**config.mk**
```make
export PLATFORM = sky130hd
export DESIGN_NAME = hilo_ctrl
export DESIGN_NICKNAME = d
export VERILOG_FILES = /design/src/rtl/mips_hilo_pkg.sv /design/src/rtl/hilo_watchdog.sv /design/src/rtl/hilo_ctrl.sv
export SDC_FILE = /design/constraint.sdc
export NUM_CORES = 1
export LEC_CHECK = 0
export ABC_AREA = 0
export BUFFER_PORTS_ARGS = -buffer_cell sky130_fd_sc_hd__buf_4
export CAP_MARGIN = 0
export CORE_AREA = 5 5 136 138
export CTS_BUF_LIST = sky130_fd_sc_hd__clkbuf_8
export CTS_CLUSTER_SIZE = 40
export DETAILED_ROUTE_END_ITERATION = 6
export DIE_AREA = 0 0 141 143
export PLACE_DENSITY = 0.76
export REMOVE_ABC_BUFFERS = 1
export SYNTH_ARGS = -nofsm -noshare
export SYNTH_HDL_FRONTEND = slang
export SYNTH_SLANG_ARGS = --single-unit
```
**constraint.sdc**
```tcl
create_clock -name clk -period 1.7 [get_ports clk]
set_input_delay 0.085 -clock clk [delete_from_list [all_inputs] [get_ports clk]]
set_output_delay 0.085 -clock clk [all_outputs]
set_load 0.03 [all_outputs]
```
**src/rtl/mips_hilo_pkg.sv**
```systemverilog
`default_nettype none
// +----------------------------------------------------------------------+
// | mips_hilo_pkg : op codes, FSM encoding and defaults for hilo_ctrl    |
// | Rev 1.0                                                              |
// +----------------------------------------------------------------------+
package mips_hilo_pkg;

  localparam logic [2:0] OP_NOP  = 3'd0;
  localparam logic [2:0] OP_MULT = 3'd1;
  localparam logic [2:0] OP_MFHI = 3'd2;
  localparam logic [2:0] OP_MFLO = 3'd3;
  localparam logic [2:0] OP_MTHI = 3'd4;
  localparam logic [2:0] OP_MTLO = 3'd5;
  localparam logic [2:0] OP_MADD = 3'd6;
  localparam logic [2:0] OP_RSVD = 3'd7;

  localparam logic [1:0] ST_IDLE  = 2'd0;
  localparam logic [1:0] ST_START = 2'd1;
  localparam logic [1:0] ST_WAIT  = 2'd2;
`ifdef HILO_MADD_EN
  localparam logic [1:0] ST_ACC   = 2'd3;
`endif

  localparam int DEFAULT_TIMEOUT = 40;

endpackage
`default_nettype wire

```
**src/rtl/hilo_watchdog.sv**
```systemverilog
`default_nettype none
// +----------------------------------------------------------------------+
// | hilo_watchdog : cycle counter with clear/enable and terminal count   |
// | Rev 1.0                                                              |
// +----------------------------------------------------------------------+
module hilo_watchdog #(
  parameter int TIMEOUT = 40
) (
  input  logic clk,
  input  logic rst,
  input  logic clr,
  input  logic en,
  output logic tc
);

  localparam int c_CNT_W = $clog2(TIMEOUT);
  localparam logic [c_CNT_W-1:0] c_LAST = c_CNT_W'(TIMEOUT - 1);

  logic [c_CNT_W-1:0] r_cnt;

  // tc marks the TIMEOUT-th enabled cycle; the counter saturates there
  assign tc = (r_cnt == c_LAST);

  always_ff @(posedge clk or negedge rst) begin
    if (!rst) begin
      r_cnt <= '0;
    end else if (clr) begin
      r_cnt <= '0;
    end else if (en && !tc) begin
      r_cnt <= r_cnt + 1'b1;
    end
  end

endmodule
`default_nettype wire

```
**src/rtl/hilo_ctrl.sv**
```systemverilog
`default_nettype none
// +----------------------------------------------------------------------+
// | hilo_ctrl : HI/LO owner and sequencer for the iterative multiplier   |
// | Optional MADD (op 6) enabled by macro HILO_MADD_EN.    Rev 1.0       |
// +----------------------------------------------------------------------+
module hilo_ctrl
  import mips_hilo_pkg::*;
#(
  parameter int TIMEOUT = DEFAULT_TIMEOUT,
  parameter int OPW     = 3
) (
  input  logic           clk,
  input  logic           rst,
  input  logic           op_valid,
  input  logic [OPW-1:0] op_code,
  input  logic [31:0]    rs_val,
  input  logic [31:0]    rt_val,
  output logic           op_ready,
  output logic           stall,
  output logic [31:0]    rd_val,
  output logic           rd_valid,
  output logic           mult_start,
  output logic [31:0]    mult_a,
  output logic [31:0]    mult_b,
  output logic           mult_clr,
  input  logic           mult_end,
  input  logic [31:0]    mult_hi,
  input  logic [31:0]    mult_lo,
  output logic [31:0]    hi_q,
  output logic [31:0]    lo_q,
  output logic           busy,
  output logic           err,
  output logic           ill_op
);

  logic [1:0] r_state;
  logic       w_accept;
  logic       w_tc;
  logic       w_abort;

`ifdef HILO_MADD_EN
  logic        r_madd;
  logic [63:0] r_prod;
`endif

  assign op_ready   = (r_state == ST_IDLE);
  assign stall      = op_valid & ~op_ready;
  assign busy       = (r_state != ST_IDLE);
  assign mult_start = (r_state == ST_START);
  assign w_accept   = op_valid & op_ready;

  // mult_end wins over a timeout landing on the same edge
  assign w_abort  = (r_state == ST_WAIT) & ~mult_end & w_tc;
  assign mult_clr = ~rst | w_abort;

  hilo_watchdog #(.TIMEOUT(TIMEOUT)) u_wdog (
    .clk (clk),
    .rst (rst),
    .clr (r_state == ST_START),
    .en  (r_state == ST_WAIT),
    .tc  (w_tc)
  );

  always_ff @(posedge clk or negedge rst) begin
    if (!rst) begin
      r_state  <= ST_IDLE;
      hi_q     <= '0;
      lo_q     <= '0;
      rd_val   <= '0;
      rd_valid <= 1'b0;
      mult_a   <= '0;
      mult_b   <= '0;
      err      <= 1'b0;
      ill_op   <= 1'b0;
`ifdef HILO_MADD_EN
      r_madd   <= 1'b0;
      r_prod   <= '0;
`endif
    end else begin
      rd_valid <= 1'b0;
      ill_op   <= 1'b0;
      case (r_state)
        ST_IDLE: begin
          if (w_accept) begin
            case (op_code)
              OP_NOP: ;
              OP_MULT: begin
                mult_a  <= rs_val;
                mult_b  <= rt_val;
                r_state <= ST_START;
`ifdef HILO_MADD_EN
                r_madd  <= 1'b0;
`endif
              end
`ifdef HILO_MADD_EN
              OP_MADD: begin
                mult_a  <= rs_val;
                mult_b  <= rt_val;
                r_state <= ST_START;
                r_madd  <= 1'b1;
              end
`endif
              OP_MFHI: begin
                rd_val   <= hi_q;
                rd_valid <= 1'b1;
              end
              OP_MFLO: begin
                rd_val   <= lo_q;
                rd_valid <= 1'b1;
              end
              OP_MTHI: hi_q <= rs_val;
              OP_MTLO: lo_q <= rs_val;
              default: ill_op <= 1'b1;
            endcase
          end
        end
        ST_START: r_state <= ST_WAIT;
        ST_WAIT: begin
          if (mult_end) begin
`ifdef HILO_MADD_EN
            if (r_madd) begin
              r_prod  <= {mult_hi, mult_lo};
              r_state <= ST_ACC;
            end else begin
              {hi_q, lo_q} <= {mult_hi, mult_lo};
              r_state      <= ST_IDLE;
            end
`else
            {hi_q, lo_q} <= {mult_hi, mult_lo};
            r_state      <= ST_IDLE;
`endif
          end else if (w_tc) begin
            err     <= 1'b1;
            r_state <= ST_IDLE;
          end
        end
`ifdef HILO_MADD_EN
        ST_ACC: begin
          {hi_q, lo_q} <= {hi_q, lo_q} + r_prod;
          r_state      <= ST_IDLE;
        end
`endif
        default: r_state <= ST_IDLE;
      endcase
    end
  end

endmodule
`default_nettype wire

```
# [After elaboration in Yosys (flattened, before gate mapping)]
# Cells that the tools add are included.
[word_totals] out_inout_bits=168 ff_bits=171 word_cells=71 inputBits=135
[op_classes] reduce_logical=16 n_eq_ne=14 n_bitwise=8 addsub=1 muxes=22
[ops] cell="$mux 32" n=6
[ops] cell="$pmux 32 s2" n=3
[ops] cell="$mux 6" n=2
[ops] cell="$reduce_and 3->1" n=4
[ops] cell="$mux 2" n=4
[ops] cell="$ne 2x1->1 const B" n=4
[ops] cell="$reduce_and 4->1" n=2
[ops] cell="$reduce_bool 2->1" n=4
[ops] cell="$add 6x1->6 const B" n=1
[ops] cell="$eq 3x2->1 const B" n=2
[ops] cell="$eq 3x3->1 const B" n=2
[ops] cell="$eq 6x6->1 const B" n=1
[ops] cell="$mux 1" n=6
[ops] cell="$pmux 2 s3" n=1
[ops] cell="$reduce_or 6->1" n=1
[ops] cell="$and 1x1->1" n=4
[ops] cell="$eq 3x1->1 const B" n=1
[ops] cell="$logic_not 3->1" n=1
[ops] cell="$ne 3x3->1 const B" n=1
[ops] cell="$not 1->1" n=3
[ops] cell="$eq 2x1->1 const B" n=1
[ops] cell="$eq 2x2->1 const B" n=1
[ops] cell="$logic_not 2->1" n=1
[ops] cell="$ne 2x2->1 const B" n=1
[ops] cell="other kinds (4)" n=4

# [Depth between registers and ports, before layout]
[logic_depth] word_depth=5 mapped_depth=5 depth_no_buf=4

# [Cells and area by module]
# A second synthesis with hierarchy kept.
[unflattened] hier_cells=546 area_unflattened_um2=7728.7
[modules_own_cells] module="hilo_ctrl" seq_area_each_um2=4129.0 area_each_um2=7327.0 instances=1 cells_each=506
[modules_own_cells] module="hilo_watchdog" seq_area_each_um2=150.1 area_each_um2=401.6 instances=1 cells_each=40

# [Least setup slack after synthesis]
# Ideal clock, no wire load.
[synth_timing] path_type="reg2out" from="reg u_wdog.r_cnt[0]" to="out mult_clr" t_required_ps=1615 n_path_buf=0 arrival_time_ps=1868 path_stages_with_launch=5 path_slack_ps=-253 path_cell_list="dfrtp_1 -> ha_1 -> nand4b_1 -> or2_2 -> o31ai_1"
[synth_between] elab_chain_cells=3
[synth_rtl] element="start, declared" line="hilo_watchdog.sv:19" rtl="logic [c_CNT_W-1:0] r_cnt;"
[synth_rtl] element="start signal, assigned" line="hilo_watchdog.sv:30" rtl="r_cnt <= r_cnt + 1'b1;"
[synth_rtl] element="$eq 6x6->1" line="hilo_watchdog.sv:22" rtl="assign tc = (r_cnt == c_LAST);"
[synth_rtl] element="$and 1x1->1" line="hilo_ctrl.sv:53" rtl="assign w_abort = (r_state == ST_WAIT) & ~mult_end & w_tc;"
[synth_rtl] element="$or 1x1->1" line="hilo_ctrl.sv:54" rtl="assign mult_clr = ~rst | w_abort;"
[synth_rtl] element="end, declared" line="hilo_ctrl.sv:25" rtl="output logic mult_clr,"
# Every way passes these cells.

# [Worst setup path after layout]
[layout_timing] from="reg r_state[0]" to="out mult_clr"
[layout_between] elab_chain_cells=4
[layout_rtl] element="start, declared" line="hilo_ctrl.sv:36" rtl="logic [1:0] r_state;"
[layout_rtl] element="start signal, assigned" line="hilo_ctrl.sv:66" rtl="r_state <= ST_IDLE;"
[layout_rtl] element="start signal, assigned" line="hilo_ctrl.sv:90" rtl="r_state <= ST_START;"
[layout_rtl] element="start signal, assigned" line="hilo_ctrl.sv:117" rtl="ST_START: r_state <= ST_WAIT;"
[layout_rtl] element="$eq 2x2->1" line="hilo_ctrl.sv:53"
[layout_rtl] element="$and 1x1->1 (2 in series)" line="hilo_ctrl.sv:53"
[layout_rtl] element="$or 1x1->1" line="hilo_ctrl.sv:54"
# Every way passes these cells.

==> impl_metrics.yaml <==
timing:
  relSlewSlack: 0.461
  fmax_mhz: 512
  hold_violations: 0
  slew_viol_final: 0
  fin_setup_tns_ns: -7.40
  skew_ns: 0.0130
  fin_crit_ns: 1.95
  grt_setup_unrepaired: "yes"
  tightestPinTransition_ns: 0.809
  period_share: 1.15
  setup_viol: 71
  worst_hold_slack_ns: 0.0323
  layout_setup_ws_ns: -0.253
pwr:
  p_leak_nw: 6.63
  p_comb_frac: 0.461
  clkPwrFrac: 0.170
  power.switching_w: 0.00687
  power_density_nw_per_um2: 1270
  ir_drop_v: 0.000850
  internal-power_w: 0.0100
  switching_share: 0.407
  seqPwrFrac: 0.368
global_routing:
  grt_max_degree: 104
  use_met1: 0.320
  grt_busiest_layer: "met2"
  grt_pass1_vias: 7510
  grt_pass1_wl_mm: 43.2
  use_met3: 0.0723
  met2_usage: 0.493
  antenna_found_initial: 0
  grt-ovfl-total: 0
  groute.usage.overall: 0.280
worst_hold_path:
  hp-class: "in2reg"
worst_setup_path:
  cp.arrival_ns: 1.87
  end_kind: "output pin"
  required_ns: 1.62
  crit_path_start_kind: "register"
  crit_fanout: 10
  setup.worst_path.class: "reg2out"
floorplan:
  start_util: 0.453
  coreArea_um2: 17100
  fp.dieW_um: 141
  rows: 48
  io_pins: 303
  die_h_um: 143
  dieArea_um2: 20200
synthesis:
  seq_area_frac_synth: 0.553
  netlist_area_um2: 7730
  ys_warn_count: 0
  ys_ff_latch: 171
  synthArstFlopShare: 1.00
  synthFlopType: "dfrtp_1"
  syn_inst: 547
  ys_types: 39
  synth_enable_flop_cells: 0
  avgSynthCellArea_um2: 14.1
detailed_routing:
  drtIter0Drc: 397
  vias_per_cell: 5.30
  dr.pass1.iters: 7
  routed_wl_mm: 29.6
  ant_nets: 0
  wl_per_cell_um: 23.3
  drc: 0
  vias: 6753
clocking:
  cts_sinks: 171
  clk_latency_ns: 0.47
  numCtsBuffers: 17
  cts_tree: "built"
  cts.reportedPaths.clkPinSlew_ns: 0.09
  htreeDepth: 4
  cts_buffer_depth: 2
  root_buffer: "clkbuf_8"
finish:
  layout_common_cells: "buf_4, dfrtp_1, dlygate4sd3_1"
  layout_commonest_cell: "buf_4"
  area_delta_synth_final_pct: 72.8
  final_nets: 1171
  final_cell_area_um2: 13400
  drive_above_1_share: 0.577
  insertedDiodeCount: 0
  utilization: 0.783
  fillers: 936
place:
  dp_hpwl_mm: 16.2
  gp_congestion: 0.810
  place_area_um2: 10400
  port_buffers: 302
run_status:
  violations: "setup timing"
  status: "finished, violations left"
job:
  cap_viol_max_count: 0
[power by group through the flow]
stage | clock [W] | sequential, W | combinational, W
floorplan | 0 | 0.00843 | 0.00158
global placement | 0 | 0.00614 | 0.00673
detailed placement | 0 | 0.00621 | 0.00686
CTS | 0.00289 | 0.00614 | 0.00765
global route | 0.00309 | 0.00638 | 0.00815
finish | 0.00288 | 0.00623 | 0.00780
[final cells by class]
cell class / instances / area, um^2 / area share
Timing Repair Buffer: 502 / 4690 / 0.351
Sequential cell: 171 / 4280 / 0.320
Multi-Input combinational cell: 302 / 3560 / 0.267
Tap cell: 225 / 282 / 0.0211
Clock buffer: 18 / 248 / 0.0185
Inverter: 41 / 159 / 0.0119
Clock inverter: 14 / 138 / 0.0103
[repair_timing]
| item | 4_1_cts | 5_1_grt |
|---|---|---|
| resized for setup | 126 | 38 |
| hold buffers | 132 | 0 |
| cloned | 14 | 8 |
| setup buffers | 22 | 8 |
| endpoints found under the setup margin | 65 | 134 |
| pin swaps | 4 | 4 |
| hold endpoints to repair | 302 | 0 |
[critical path, stage by stage, from the launching register on]
cell and delay, ns:
dfrtp_1 0.41, buf_4 0.18, buf_4 0.18, nand2b_2 0.25
o31ai_4 0.22, buf_6 0.17
[cells in the mapped netlist (2+ instances only)]
cell,count,area [um^2]
dfrtp_1,171,4280
mux2_2,121,1360
mux2_1,44,495
inv_1,41,154
mux2i_1,34,340
o22ai_1,32,200
mux2_4,27,405
buf_2,15,75.1
clkbuf_1,12,45.0
nand2_1,4,15.0
nand3_1,4,20.0
buf_4,3,22.5
buf_6,3,33.8
nand4b_1,3,26.3
nor2b_1,3,18.8
o211ai_1,3,22.5
a21o_1,2,15.0
nand2b_1,2,12.5
nor2_1,2,7.51
o311ai_0,2,17.5
[per-stage QoR]
stage / instances / worst slack, ns / total power (W)
after floorplan: 514 / -2.73 / 0.0100
after detailed placement: 1065 / -0.0896 / 0.0131
final: 1273 / -0.253 / 0.0169
after global placement: 1065 / 0.0103 / 0.0129
after global routing: 1273 / -0.331 / 0.0176
after CTS: 1265 / -0.274 / 0.0167
[final timing paths]
path                                             startpoint                           to  depth (start not counted)  slack (ns)
worst max-delay path                 r_state[0]$_DFFE_PN0P_                     mult_clr                          5       -0.25
worst min-delay path                             op_code[1]             ill_op$_DFF_PN0_                          3        0.03
worst max register to register       r_state[1]$_DFFE_PN0P_         lo_q[19]$_DFFE_PN0P_                          7       -0.16
worst min register to register  u_wdog.r_cnt[5]$_DFFE_PN0P_  u_wdog.r_cnt[5]$_DFFE_PN0P_                          1        0.50
max in group asynchronous                               rst       rd_val[24]$_DFFE_PN0P_                          3        0.96
min in group asynchronous                               rst         lo_q[30]$_DFFE_PN0P_                          3        0.26
[sequential cells by signal, indices dropped and copies added (netlist names)]
| register | cells |
|---|---|
| hi_q | 32 |
| lo_q | 32 |
| mult_a | 32 |
| mult_b | 32 |
| rd_val | 32 |
| u_wdog.r_cnt | 6 |
| r_state | 2 |
| err | 1 |
| ill_op | 1 |
| rd_valid | 1 |
[layer usage]
layer	share of wire	routed length, um
met5	0	0
met4	0.037	1100
met3	0.066	1970
met2	0.52	15300
met1	0.38	11300
[kinds of logic after synthesis]
| family | Yosys count | synth area share |
|---|---|---|
| muxes | 226 | 0.337 |
| DFF | 171 | 0.553 |
| buffers and inverters | 74 | 0.0427 |
| AOI/OAI and AO/OA | 48 | 0.0440 |
| and+or+nand+nor | 27 | 0.0217 |
| adders and majority gates | 1 | 0.00162 |
Power figures use the tool's default switching activity.
